===== src/rtl/factorial_core_pkg.sv =====
// Shared constants for the factorial compute slave: widths, register offsets
// (as s_addr[5:3] indices) and FSM state encoding.
package factorial_core_pkg;

    localparam int DATA_W = 64;
    localparam int RES_W  = 128;

    localparam logic [2:0] ADDR_START    = 3'd0;
    localparam logic [2:0] ADDR_CLEAR    = 3'd1;
    localparam logic [2:0] ADDR_DONE     = 3'd2;
    localparam logic [2:0] ADDR_OPERAND  = 3'd3;
    localparam logic [2:0] ADDR_RESULT_H = 3'd4;
    localparam logic [2:0] ADDR_RESULT_L = 3'd5;
    localparam logic [2:0] ADDR_INTR_EN  = 3'd6;

    localparam logic [2:0] ST_IDLE  = 3'd0;
    localparam logic [2:0] ST_INIT  = 3'd1;
    localparam logic [2:0] ST_CHECK = 3'd2;
    localparam logic [2:0] ST_MUL   = 3'd3;
    localparam logic [2:0] ST_DONE  = 3'd4;

    typedef enum logic [2:0] {
        S_IDLE  = ST_IDLE,
        S_INIT  = ST_INIT,
        S_CHECK = ST_CHECK,
        S_MUL   = ST_MUL,
        S_DONE  = ST_DONE
    } state_e;

endpackage


===== src/rtl/factorial_core_multiplier.sv =====
// Iterative shift-add multiplier: one partial-product step per cycle, product
// truncated to A_W bits. done_o marks the final step; product_o is valid with it.
module factorial_core_multiplier #(
    parameter int A_W       = 128,
    parameter int B_W       = 64,
    parameter int MUL_STEPS = 64
) (
    input  logic           clk,
    input  logic           rst,
    input  logic           start_i,
    input  logic           flush_i,
    input  logic [A_W-1:0] a_i,
    input  logic [B_W-1:0] b_i,
    output logic           done_o,
    output logic [A_W-1:0] product_o
);

    localparam int CNT_W = (MUL_STEPS > 1) ? $clog2(MUL_STEPS) : 1;
    localparam logic [CNT_W-1:0] LAST_STEP = CNT_W'(MUL_STEPS - 1);

    logic [A_W-1:0]   a_q;
    logic [B_W-1:0]   b_q;
    logic [A_W-1:0]   acc_q;
    logic [CNT_W-1:0] cnt_q;
    logic             busy_q;
    logic [A_W-1:0]   acc_d;

    // acc_d is the accumulator after the current step, so the last step's
    // product can be consumed on the same edge it is formed.
    assign acc_d     = acc_q + (b_q[0] ? a_q : '0);
    assign product_o = acc_d;
    assign done_o    = busy_q && (cnt_q == LAST_STEP);

    always_ff @(posedge clk or posedge rst) begin
        if (rst) begin
            a_q    <= '0;
            b_q    <= '0;
            acc_q  <= '0;
            cnt_q  <= '0;
            busy_q <= 1'b0;
        end else if (flush_i) begin
            a_q    <= '0;
            b_q    <= '0;
            acc_q  <= '0;
            cnt_q  <= '0;
            busy_q <= 1'b0;
        end else if (start_i) begin
            a_q    <= a_i;
            b_q    <= b_i;
            acc_q  <= '0;
            cnt_q  <= '0;
            busy_q <= 1'b1;
        end else if (busy_q) begin
            a_q    <= a_q << 1;
            b_q    <= b_q >> 1;
            acc_q  <= acc_d;
            cnt_q  <= cnt_q + CNT_W'(1);
            busy_q <= !done_o;
        end
    end

endmodule


===== src/rtl/factorial_core.sv =====
// Memory-mapped N! engine: bus register file, control FSM and a shift-add
// multiplier producing a 128-bit result modulo 2^128.
module factorial_core #(
    parameter int ADDR_W    = 16,
    parameter int DATA_W    = 64,
    parameter int MUL_STEPS = 64
) (
    input  logic              clk,
    input  logic              reset_n,
    input  logic              s_sel,
    input  logic              s_wr,
    input  logic [ADDR_W-1:0] s_addr,
    input  logic [DATA_W-1:0] s_din,
    output logic [DATA_W-1:0] s_dout,
    output logic              interrupt
);
    import factorial_core_pkg::*;

    state_e            state_q, state_d;
    logic [DATA_W-1:0] operand_q, operand_d;
    logic [RES_W-1:0]  result_q, result_d;
    logic [DATA_W-1:0] counter_q, counter_d;
    logic              done_q, done_d;
    logic              intr_en_q, intr_en_d;
    logic [DATA_W-1:0] s_dout_q, s_dout_d;
    logic [DATA_W-1:0] rdata;

    logic              mul_start, mul_flush, mul_done;
    logic [RES_W-1:0]  mul_product;

    logic [2:0] reg_sel;
    logic       wr_en, rd_en, start_req, clear_req;
    logic       unused_addr;

    assign reg_sel     = s_addr[5:3];
    assign unused_addr = ^{s_addr[ADDR_W-1:6], s_addr[2:0]};
    assign wr_en       = s_sel && s_wr;
    assign rd_en       = s_sel && !s_wr;
    assign start_req   = wr_en && (reg_sel == ADDR_START) && s_din[0];
    assign clear_req   = wr_en && (reg_sel == ADDR_CLEAR) && s_din[0];

    assign interrupt = done_q && intr_en_q;
    assign s_dout    = s_dout_q;

    factorial_core_multiplier #(
        .A_W       (RES_W),
        .B_W       (DATA_W),
        .MUL_STEPS (MUL_STEPS)
    ) u_mul (
        .clk       (clk),
        .rst       (reset_n),
        .start_i   (mul_start),
        .flush_i   (mul_flush),
        .a_i       (result_q),
        .b_i       (counter_q),
        .done_o    (mul_done),
        .product_o (mul_product)
    );

    always_comb begin
        rdata = '0;
        case (reg_sel)
            ADDR_DONE:     rdata = {{(DATA_W-2){1'b0}}, interrupt, done_q};
            ADDR_OPERAND:  rdata = operand_q;
            ADDR_RESULT_H: rdata = result_q[RES_W-1:DATA_W];
            ADDR_RESULT_L: rdata = result_q[DATA_W-1:0];
            ADDR_INTR_EN:  rdata = {{(DATA_W-1){1'b0}}, intr_en_q};
            default:       rdata = '0;
        endcase
    end

    always_comb begin
        state_d   = state_q;
        operand_d = operand_q;
        result_d  = result_q;
        counter_d = counter_q;
        done_d    = done_q;
        intr_en_d = intr_en_q;
        mul_start = 1'b0;
        mul_flush = 1'b0;
        s_dout_d  = rd_en ? rdata : '0;

        case (state_q)
            S_IDLE: if (start_req) state_d = S_INIT;
            S_INIT: begin
                result_d  = RES_W'(1);
                counter_d = operand_q;
                state_d   = S_CHECK;
            end
            S_CHECK: begin
                if (counter_q <= DATA_W'(1)) begin
                    done_d  = 1'b1;
                    state_d = S_DONE;
                end else begin
                    mul_start = 1'b1;
                    state_d   = S_MUL;
                end
            end
            S_MUL: begin
                if (mul_done) begin
                    result_d  = mul_product;
                    counter_d = counter_q - DATA_W'(1);
                    state_d   = S_CHECK;
                end
            end
            S_DONE: begin
                if (start_req) begin
                    done_d  = 1'b0;
                    state_d = S_INIT;
                end
            end
            default: state_d = S_IDLE;
        endcase

        // Operand is frozen while a computation is in flight.
        if (wr_en && (reg_sel == ADDR_OPERAND) && (state_q == S_IDLE || state_q == S_DONE))
            operand_d = s_din;
        if (wr_en && (reg_sel == ADDR_INTR_EN))
            intr_en_d = s_din[0];

        if (clear_req) begin
            state_d   = S_IDLE;
            result_d  = '0;
            counter_d = '0;
            done_d    = 1'b0;
            mul_start = 1'b0;
            mul_flush = 1'b1;
        end
    end

    always_ff @(posedge clk or posedge reset_n) begin
        if (reset_n) begin
            state_q   <= S_IDLE;
            operand_q <= '0;
            result_q  <= '0;
            counter_q <= '0;
            done_q    <= 1'b0;
            intr_en_q <= 1'b0;
            s_dout_q  <= '0;
        end else begin
            state_q   <= state_d;
            operand_q <= operand_d;
            result_q  <= result_d;
            counter_q <= counter_d;
            done_q    <= done_d;
            intr_en_q <= intr_en_d;
            s_dout_q  <= s_dout_d;
        end
    end

endmodule


===== config.mk =====
export PLATFORM = sky130hd
export DESIGN_NAME = factorial_core
export DESIGN_NICKNAME = d
export VERILOG_FILES = /design/src/rtl/factorial_core_pkg.sv /design/src/rtl/factorial_core_multiplier.sv /design/src/rtl/factorial_core.sv
export SDC_FILE = /design/constraint.sdc
export NUM_CORES = 2
export LEC_CHECK = 0
export ABC_AREA = 1
export BUFFER_PORTS_ARGS = -buffer_cell sky130_fd_sc_hd__buf_2
export CAP_MARGIN = 10
export CORE_MARGIN = 2
export CORE_UTILIZATION = 35
export CTS_BUF_LIST = sky130_fd_sc_hd__clkbuf_8
export CTS_CLUSTER_DIAMETER = 40
export DETAILED_ROUTE_END_ITERATION = 7
export GPL_TIMING_DRIVEN = 0
export RECOVER_POWER = 100
export SLEW_MARGIN = 20
export SYNTH_ARGS = -nofsm -noshare
export SYNTH_HDL_FRONTEND = slang
export SYNTH_SLANG_ARGS = --single-unit

===== constraint.sdc =====
create_clock -name clk -period 32.5 [get_ports clk]
set_input_delay 6.5 -clock clk [delete_from_list [all_inputs] [get_ports clk]]
set_output_delay 6.5 -clock clk [all_outputs]
set_load 0.01 [all_outputs]

## Word level (Yosys, flattened, before mapping)

Index checks and enable logic that the tools add are counted.

| cells by class | value |
|---|---|
| equal/unequal tests | 15 |
| muxes and demuxes | 37 |
| magnitude comparators | 1 |
| reduce and logical (&&, ||, !) cells | 23 |
| add/subtract/negate cells | 3 |

Operators by type and width:

| kind | count |
|---|---|
| $mux W128 | 9 |
| $mux W64 | 6 |
| $pmux W64 S5 | 1 |
| $pmux W128 S2 | 1 |
| $add A128 B128 Y128 | 1 |
| $pmux W64 S2 | 1 |
| $le A64 B1 Y1 const B | 1 |
| $sub A64 B1 Y64 const B | 1 |
| $mux W6 | 3 |
| $eq A3 B2 Y1 const B | 4 |
| $eq A3 B3 Y1 const B | 4 |
| $mux W3 | 4 |
| $pmux W3 S4 | 1 |
| $logic_and A1 B1 Y1 | 11 |
| $mux W1 | 10 |
| $reduce_bool A3 Y1 | 3 |
| $add A6 B1 Y6 const B | 1 |
| $eq A3 B1 Y1 const B | 2 |
| $eq A6 B6 Y1 const B | 1 |
| $logic_not A3 Y1 | 2 |
| $ne A3 B3 Y1 const B | 2 |
| $reduce_and A2 Y1 | 2 |
| $ne A3 B1 Y1 const B | 1 |
| $ne A3 B2 Y1 const B | 1 |
| 5 further kinds | 6 |

| word-level totals | value |
|---|---|
| bits in registers | 652 |
| input bits | 84 |
| output and inout bits | 65 |

## Depth between registers and ports, before layout

| logic depth | value |
|---|---|
| depth in word-level cells | 6 |
| mapped depth | 22 |
| gate-level depth less buffers | 20 |

## By module

From an unflattened synthesis, not the netlist that was laid out.

| second synthesis, totals | value |
|---|---|
| cell total of the unflattened synthesis | 7254 |
| area, all modules | 45561.2 sq um |

Modules (own cells, without submodules):

| module | area each (sq um) | times used | cells each | sequential area each (sq um) |
|---|---|---|---|---|
| factorial_core_multiplier | 29554.6 | 1 | 5193 | 8182.8 |
| factorial_core | 16006.6 | 1 | 2061 | 8132.8 |

## Worst setup path before layout

Ideal clock, no wire load.

| timing | value |
|---|---|
| kind | input-to-reg |
| start | input s_addr[4] |
| end | register operand_q[1] |
| slack | 24.495 ns |
| path buffers | 2 |
| cell stages on the path | 8 |
| data arrival time | 7.880 ns |
| cell sequence | inv_1 > nor2_1 > nand2_1 > inv_2 > nand3_1 > clkbuf_1 > clkbuf_1 > mux2_2 |

| on the way | value |
|---|---|
| word-level cells in the longest chain between the ends | 3 |

Ends and longest elaborated chain:

| what | line | RTL |
|---|---|---|
| from (decl) | factorial_core.sv:12 | `input logic [ADDR_W-1:0] s_addr,` |
| $eq A3 B2 Y1 | factorial_core.sv:116 | `if (wr_en && (reg_sel == ADDR_OPERAND) && (state_q == S_IDLE \|\| state_q == S_DONE))` |
| $logic_and A1 B1 Y1 (2 in series) | factorial_core.sv:116 |  |
| to (signal assigned) | factorial_core.sv:142 | `operand_q <= operand_d;` |
| to (decl) | factorial_core.sv:20 | `logic [DATA_W-1:0] operand_q, operand_d;` |

Every way passes these cells.
A chain may end at the register's enable or synchronous reset.

==> impl_results.md <==
* Util after Layout at 39.9%
* Async SR Flop Fraction at 100%
* Max rail drop VDD at 0.0000456 V
* RR Startpoint: counter_q[0]
* Tmin final at 16,920 ps
* Post-DRT Antenna Nets at 0
* Worst-skew pair later-pin latency at 930 ps
* Post-synth top flop: dfrtp_1
* DR pass1 iterations at 6
* Tot GR Track Use at 29.8%
* XOR/XNOR Fraction of Synth Area at 1.65%
* Slowest CP cell: clkbuf_1
* Setup bufs post-CTS at 0
* CTS tree: built
* FF-to-FF End: u_mul.acc_q[124]
* Worst EP required at 32,240 ps
* Share of the yosys chip area belonging to registers at 36.3%
* Pins Over Slew Limit at 700
* Rel. slew slack at -264%
* Leak Pwr at 29.6 nW
* Outcome: finished with violations
* CP Data Arrival Time at 16,660 ps
* HPWL after DPL at 161 mm
* Placed cell areas at 0.0480 mm^2
* Vias post-DR at 45,800
* Full die area at 0.131 mm^2
* Final setup margin at 15,580 ps
* Hold EP: result_q[90]
* Int Power at 2.09 mW
* Iteration-0 DRC Markers at 4,314
* Largest family of logic cells by synthesized area: simple AND/OR/NAND/NOR gates
* P per Cell Area at 74.9 mW/mm^2
* Crit-path most repeated cell: clkbuf_1
* YS warnings at 0
* Max Freq at 0.0591 GHz
* Hold Fails Final Rpt at 0
* Netlist Area Pre-Place at 0.0450 mm^2
* Simple-gate share of the synthesized area at 30.3%
* Clock power frac at 27.3%
* Failing checks: capacitance limit, slew limit
* Switch Pwr at 1.72 mW
* Worst Hold Depth at 2
* Hold path startpoint: result_q[90]
* Area Growth Syn to Fin at 13.0%
* Critical path cell sequence: buf_2 -> clkinvlp_2 -> clkbuf_1 -> clkbuf_1
* Crit share post-route at 52.1%
* CTS sink cnt at 652
* Core Box Area at 0.128 mm^2
* Sw frac at 45.3%
* TNS Setup at 0 ps
* Synth Area per Inst at 6.34 um^2
* Placer Congestion at 1.03
* CP Capture Type: async pin
* Fraction of layout cells with a size suffix above 1 at 5.88%
* Root Driver: clkbuf_8
* Reg2Reg Setup Slack at 27,390 ps
* Yosys cell types at 42
* RSZ-0062 raised after global routing: false
* Clk pin slew, worst setup/hold paths at 50 ps
* Post-synthesis net count at 7,313
* Final instance area at 0.0508 mm^2
* Die H at 363 um
* Num CTS Buffers at 144
* Ports at 149
* Worst-Margin Slew at 5450 ps
* Post-Syn Instances at 7,098
* Max Cap Violations at 11
* Clock skew at 64.9 ps
* Synth Area in Compound Gates at 10.6%
* Largest net degree at the start of global routing at 98
* Post-Synth Adder-Cell Area at 3.66%
* Delay-heaviest family, CP: buffers and inverters
* Synth Register Bits at 652
* Reg2reg path depth at 14
* Global-route wire length before repair at 286 mm
* Total Wirelength at 197 mm
* Initial antenna violation count at 13
* I/O Buffers at 135
* Final #Nets at 7,602
* CP Class: input pin to async pin
* Grt ovf at 0
* WL/cell at 21.5 um
* Clk buf depth at 3
* Number of buffers and inverters on the critical path at 4
* Starting Density at 35.3%
* Mux contribution to synthesized area at 1.55%
* Post-CTS resize count at 0
* H-tree levels at 4
* Worst min-delay path category: flop to flop
* Max FO, Critical Path at 97
* CP max stage delay at 3780 ps
* Drt drc at 0
* Worst setup SP type: input pin
* DR vias/cell at 4.99
* Seq pwr share at 33.0%
* Dpl ws at 22,790 ps
* Die W at 363 um
* FP Rows at 131
* Post-synth EDFFs at 0
* Comb power frac at 39.6%
* Vias in the first global route at 43,800
* Hold-fix buffers, CTS at 0
* Endpoints failing setup at 0
cells by family (layout without fill, tap and decap cells):
logic type / Yosys count / in the layout
simple gates: 3458 / 3458
buf+inv: 1849 / 2254
compound gates: 861 / 861
flops: 652 / 652
fa+ha+maj: 131 / 131
xor+xnor: 85 / 85
mux: 62 / 62
other cells: 0 / 5
worst max-delay path by stage:
stage                 start       endpoint  slack (ps)  depth (start not counted)
finish              reset_n     s_dout[56]       15580                          4
global route        reset_n     s_dout[56]       13440                          4
CTS                    s_wr   result_q[84]       23730                         12
detailed placement     s_wr    result_q[4]       22790                         10
global placement    reset_n  result_q[107]       -1090                          2
floorplan           reset_n   counter_q[0]        7730                          1
power groups by stage:
stage                     clock network, mW  registers [mW]  logic, mW
after floorplan                           0            1.19       1.00
after global placement                    0            1.26       1.49
after detailed placement                  0            1.26       1.51
after CTS                              1.06            1.25       1.52
after global routing                   1.09            1.28       1.66
final                                  1.04            1.26       1.51
cell usage in the layout (no fill, tap or decap), drive strengths merged:
master / count
a31oi: 1
nand3b: 18
bufinv: 14
inv: 1675
clkbuf: 389
o221ai: 68
dfrtp: 652
o21ai: 384
o211ai: 21
nand3: 275
nor3: 35
nor2: 651
and2: 1
o22ai: 75
nor4: 1
or2: 1
o21bai: 12
ha: 130
xor2: 45
o21a: 3
clkinvlp: 15
a221oi: 2
mux2: 62
and3: 2
nand2: 2440
a21oi: 295
xnor2: 40
nand4: 33
buf: 135
nor3b: 1
clkinv: 26
diode: 5
fa: 1
layer usage:
layer | vias up | GRT usage, % | part of all wire, %
li1 | 22000 | - | -
met1 | 21800 | 39.9 | 44
met2 | 1640 | 45.8 | 43
met3 | 385 | 5.91 | 8.0
met4 | 10 | 15.0 | 5.4
met5 | - | 0 | 0.032
metrics by stage:
stage,hold WS (ps),cells,total power [mW]
2_1_floorplan,448,7098,2.20
3_3_place_gp,462,8895,2.75
3_5_place_dp,466,8903,2.78
4_1_cts,480,9165,3.83
5_1_grt,498,9166,4.04
6_report,477,9170,3.81
cells in the mapped netlist, types with 71 or more instances:
cell / instances / area share, %
clkbuf_1: 89 / 0.74
ha_1: 130 / 3.6
o21ai_1: 220 / 2.4
o21ai_0: 164 / 1.8
nor2_1: 637 / 5.3
dfrtp_1: 652 / 36
o22ai_1: 75 / 1.0
a21oi_1: 295 / 3.3
buf_2: 71 / 0.79
inv_1: 1631 / 14
nand2_1: 2434 / 20
nand3_1: 274 / 3.0
cell type report:
class,instances,area (um^2)
multi-input cells,4597,21500
well taps,1662,2080
inverters,1640,6160
plain buffers,209,938
diodes,5,12.5
clock inverters,90,887
fillers,14300,76700
repair buffers,143,633
flip-flops and latches,652,16300
clock buffers,172,2370
state kept, by name, indices dropped and copies added, names as in the netlist, 6 cells and up:
| name | count |
|---|---|
| u_mul.acc_q | 128 |
| u_mul.a_q | 128 |
| u_mul.b_q | 64 |
| result_q | 128 |
| counter_q | 64 |
| operand_q | 64 |
| s_dout | 64 |
| u_mul.cnt_q | 6 |
tightest hold or removal path, cell delays in order (launching register included):
cell and delay, ps:
dfrtp_1 340, nand2_1 50, nand2_1 50
Power figures use the tool's default switching activity.
